`src/rtl/bin_down_timer_rtl_pkg.sv`:
```
// Shared definitions for the loadable down-counter/timer: controller state
// encoding and default count width.
package bin_down_timer_rtl_pkg;

  localparam int DEFAULT_SIZE = 4;

  localparam logic [1:0] IDLE  = 2'b00;
  localparam logic [1:0] ARMED = 2'b01;
  localparam logic [1:0] RUN   = 2'b10;

endpackage : bin_down_timer_rtl_pkg

```
`src/rtl/bin_down_timer_rtl_down_count_datapath.sv`:
```
// Datapath for the down timer: count and reload registers plus zero/one
// detect. It only acts on strobes from the controller; it makes no decisions.
module down_count_datapath
  import bin_down_timer_rtl_pkg::*;
#(
  parameter int size = DEFAULT_SIZE
) (
  input  logic            clk,
  input  logic            rst_n,
  input  logic            load,       // count and reload register take load_val
  input  logic [size-1:0] load_val,
  input  logic            dec,        // count decrements by one
  input  logic            reload,     // count takes the reload register
  output logic [size-1:0] count,
  output logic            is_zero,
  output logic            is_one,
  output logic            reload_zero
);

  logic [size-1:0] reload_reg;

  // Modulo-2^size decrement; the controller never asks for it at zero.
  function automatic logic [size-1:0] dec_one(input logic [size-1:0] v);
    return v - {{(size-1){1'b0}}, 1'b1};
  endfunction

  // Count register: load beats reload beats decrement (strobes are exclusive
  // in practice, the ordering just makes the intent explicit).
  always_ff @(posedge clk or negedge rst_n) begin
    if (!rst_n) begin
      count <= '0;
    end else if (load) begin
      // NOTE: state registers use non-blocking assignment so every register
      // samples the pre-edge values, independent of statement order.
      count <= load_val;
    end else if (reload) begin
      count <= reload_reg;
    end else if (dec) begin
      count <= dec_one(count);
    end
  end

  // Reload register: only rewritten by an explicit load.
  always_ff @(posedge clk or negedge rst_n) begin
    if (!rst_n) begin
      reload_reg <= '0;
    end else if (load) begin
      reload_reg <= load_val;
    end
  end

  assign is_zero     = (count == '0);
  assign is_one      = (count == {{(size-1){1'b0}}, 1'b1});
  assign reload_zero = (reload_reg == '0);

endmodule : down_count_datapath

```
`src/rtl/bin_down_timer_rtl.sv`:
```
// Loadable binary down-counter/timer. The controller FSM lives here and
// steers down_count_datapath through load/dec/reload strobes; done is a
// registered one-cycle pulse when the count reaches zero.
module bin_down_timer_rtl
  import bin_down_timer_rtl_pkg::*;
#(
  parameter int size = DEFAULT_SIZE
) (
  input  logic            clk_21,
  input  logic            rst_21,
  input  logic            load_21,
  input  logic [size-1:0] load_val_21,
  input  logic            start_21,
  input  logic            stop_21,
  input  logic            enb_21,
  input  logic            reload_21,
  output logic [size-1:0] count_21,
  output logic            busy_21,
  output logic            done_21
);

  logic [1:0] state, next_state;
  logic       dp_load, dp_dec, dp_reload, done_next;
  logic       is_zero, is_one, reload_zero;

  down_count_datapath #(.size(size)) u_datapath (
    .clk         (clk_21),
    .rst_n       (rst_21),
    .load        (dp_load),
    .load_val    (load_val_21),
    .dec         (dp_dec),
    .reload      (dp_reload),
    .count       (count_21),
    .is_zero     (is_zero),
    .is_one      (is_one),
    .reload_zero (reload_zero)
  );

  // Next-state and strobe decode for the IDLE/ARMED/RUN controller.
  always_comb begin
    // NOTE: every output of this block gets a default first, so no path
    // through the case can leave a value unassigned and infer a latch.
    next_state = state;
    dp_load    = 1'b0;
    dp_dec     = 1'b0;
    dp_reload  = 1'b0;
    done_next  = 1'b0;
    case (state)
      IDLE: begin
        if (load_21) begin
          dp_load    = 1'b1;
          next_state = ARMED;
        end
      end
      ARMED: begin
        if (load_21) begin
          dp_load = 1'b1;
        end else if (start_21) begin
          if (is_zero) begin
            done_next  = 1'b1;
            next_state = IDLE;
          end else begin
            next_state = RUN;
          end
        end
      end
      RUN: begin
        if (stop_21) begin
          next_state = IDLE;
        end else if (is_zero) begin
          // Only reachable for the one cycle after done in auto-reload mode.
          dp_reload = 1'b1;
        end else if (enb_21) begin
          dp_dec = 1'b1;
          if (is_one) begin
            done_next = 1'b1;
            // A zero reload value would just re-terminate, so go idle instead.
            if (!(reload_21 && !reload_zero)) next_state = IDLE;
          end
        end
      end
      default: next_state = IDLE;
    endcase
  end

  // State and registered status outputs.
  always_ff @(posedge clk_21 or negedge rst_21) begin
    if (!rst_21) begin
      state   <= IDLE;
      busy_21 <= 1'b0;
      done_21 <= 1'b0;
    end else begin
      state   <= next_state;
      busy_21 <= (next_state == RUN);
      done_21 <= done_next;
    end
  end

endmodule : bin_down_timer_rtl

```
`config.mk`:
```
export PLATFORM = sky130hd
export DESIGN_NAME = bin_down_timer_rtl
export DESIGN_NICKNAME = d
export VERILOG_FILES = /design/src/rtl/bin_down_timer_rtl_pkg.sv /design/src/rtl/bin_down_timer_rtl_down_count_datapath.sv /design/src/rtl/bin_down_timer_rtl.sv
export SDC_FILE = /design/constraint.sdc
export NUM_CORES = 1
export LEC_CHECK = 0
export CAP_MARGIN = 20
export CORE_MARGIN = 3
export CORE_UTILIZATION = 30
export CTS_BUF_LIST = sky130_fd_sc_hd__clkbuf_2
export DETAILED_ROUTE_END_ITERATION = 16
export GPL_ROUTABILITY_DRIVEN = 0
export PLACE_DENSITY_LB_ADDON = 0.05
export SETUP_SLACK_MARGIN = 0.05
export SYNTH_ARGS = -nofsm -noshare
export SYNTH_HDL_FRONTEND = slang
export SYNTH_SLANG_ARGS = --single-unit
export TNS_END_PERCENT = 100
```
`constraint.sdc`:
```
create_clock -name clk_21 -period 2.25 [get_ports clk_21]
set_input_delay 0.45 -clock clk_21 [delete_from_list [all_inputs] [get_ports clk_21]]
set_output_delay 0.45 -clock clk_21 [all_outputs]
set_load 0.005 [all_outputs]
```
==> impl_metrics.csv <==
group,metric,value,unit
run_status,status,"finished, final reports clean",
setup_path,cp.required,2440,ps
hold_path,hp-class,"register to register",
layout,multiInputGateArea,458,um^2
place,io_buffers,16,
layout,layout_commonest_cell,"clkdlybuf4s50_1",
timing,slew_headroom,62.5,%
global_route,grt_pass1_vias,626,
floorplanning,die_y,56.8,um
synth,yosys-top-cells-area,"dfrtp_1 (39%), ha_1 (9.7%), nand2_1 (5.3%)",
timing,skew,7.94,ps
setup_path,cp-start-kind,"register",
floorplanning,die_x,56.8,um
detailed_routing,wl,1.69,mm
detailed_routing,drc,0,
detailed_routing,first_pass_iters,4,
synth,synth_edf_count,0,
floorplanning,dieArea,3220,um^2
timing,final-setup-viol-count,0,
synth,synth_fp_nets,96,
clock_tree,cts_root_buffer,"clkbuf_2",
layout,layout_common_cells,"clkdlybuf4s50_1 (16), dfrtp_1 (12), nand2_1 (11)",
detailed_routing,wl_per_cell,13.4,um
synth,synthDistinctLibCells,33,
detailed_routing,num_vias,653,
layout,antenna_cells,0,
place,dpl_cell_area,968,um^2
detailed_routing,vias_per_cell,5.18,
clock_tree,h-tree-depth,1,
clock_tree,tritoncts,"built",
global_route,grt_usage,11.0,%
detailed_routing,drt-met1-wl,883,um
layout,design_area,983,um^2
timing,fmax,550,MHz
detailed_routing,drt-initial-drc-count,22,
synth,yosysWarningCount,0,
global_route,grt_pass1_wl,2.78,mm
timing,post-route-period-util,80.8,%
synth,synth-seq-area-share,38.8,%
synth,syn-cell-area,773,um^2
synth,async_flop_share,100,%
timing,drv_slew,0,
layout,fin_util,42.4,%
setup_path,path_max_fanout,7,
power,p_leak,0.414,nW
clock_tree,cts_inserted_buffers,3,
setup_path,path_class,"register to register",
global_route,overflow,0,
synth,ys.flop_type,"dfrtp_1",
place,dpl.hpwl,1.34,mm
layout,layout.nets,117,
layout,syn_to_final_growth,27.2,%
timing,rsz0062_at_grt,"no",
timing,tightestPinTransition,561,ps
timing,fin_crit,1820,ps
detailed_routing,wl_met3,106,um
power,irDropWorstVdd,0.562,mV
global_route,grt_max_degree,13,
timing,finalSetupTns,0,ps
clock_tree,clkTransAtPathRegs,110,ps
floorplanning,ios,17,
setup_path,cp-end-kind,"register",
floorplanning,start_util,33.4,%
global_route,antenna_found_initial,0,
clock_tree,cts.sink_count,12,
layout,drive_gt1_share,10.2,%
clock_tree,clk_latency,250,ps
floorplanning,rows,17,
clock_tree,postCtsSetupRepairBufs,0,
layout,fillers,230,
synth,post-synth-top-area-cell,"dfrtp_1",
clock_tree,cts-resized-gates,0,
synth,syn_inst,79,
detailed_routing,ant_nets,0,
clock_tree,clockBufferDepth,2,
synth,ys_ff_latch,12,
layout,regArea,300,um^2
detailed_routing,dr.max_layer_used,"met4",
setup_path,arrival,2010,ps
synth,yosys.area.top_type_share,38.8,%
detailed_routing,dr_wl_met2,685,um
floorplanning,core-area,2320,um^2
clock_tree,hold_buffers,0,
power,power_density,1150,nW/um^2
timing,hold_violations,0,
flow_run,max_cap_viol_count,0,
synth,synth_area_per_cell,9.79,um^2
## final timing paths
check                                          from                  endpoint  slack [ps]  cells after the start
setup reg to reg                u_datapath.count[0]                   busy_21         430                      6
hold / removal             u_datapath.reload_reg[1]  u_datapath.reload_reg[1]         520                      2
hold reg to reg            u_datapath.reload_reg[1]  u_datapath.reload_reg[1]         520                      2
max in group asynchronous                    rst_21                  state[0]        1330                      1
min in group asynchronous                    rst_21       u_datapath.count[0]         540                      1
setup / recovery                u_datapath.count[0]                   busy_21         430                      6
## layer usage
layer,vias to the layer above,GRT usage (%)
li1,334,-
met1,297,15.8
met2,20,15.0
met3,2,3.22
met4,0,4.97
met5,-,0
## area by class of cell
cell class	count	share of cell area, %
sequential	12	30.5
clock buffer	3	1.53
timing repair buffer	16	16.3
inverter	4	1.53
multi-input combinational	63	46.6
tap	28	3.56
## power by group
group | switching (mW) | internal [mW]
combinational | 0.301 | 0.301
clock | 0.0637 | 0.0364
sequential | 0.114 | 0.310
total | 0.479 | 0.648
## critical path: stages, from the launching register on
cell	delay [ps]
dfrtp_1	480
inv_1	70
ha_1	260
or3b_4	290
a31oi_1	90
a311oi_1	370
nor2b_4	200
## per-stage QoR
step | total power, mW | instances | setup WS, ps | hold slack, ps
6_report | 1.13 | 126 | 433 | 517
5_1_grt | 1.23 | 126 | 340 | 546
4_1_cts | 1.13 | 126 | 469 | 519
3_5_place_dp | 1.03 | 123 | 310 | 494
3_3_place_gp | 1.03 | 123 | 319 | 495
2_1_floorplan | 0.813 | 79 | 605 | 154
## synth_stat cells (2+ instances only)
library cell and instances:
nand2b_1 3, o21ai_1 6, inv_1 4, a21oi_1 2
o21a_1 2, nand2_1 11, nor2b_1 2, ha_1 6
a31oi_1 4, nor3_1 4, nand3_1 2, dfrtp_1 12
## logic make-up after synthesis
| family | after synthesis | share of synthesized area, % |
|---|---|---|
| compound gates | 24 | 23.0 |
| mux | 1 | 1.29 |
| simple gates | 31 | 24.1 |
| fa+ha+maj | 6 | 9.71 |
| xor+xnor | 1 | 1.13 |
| flops | 12 | 38.8 |
| buf+inv | 4 | 1.94 |
Power figures use the tool's default switching activity.
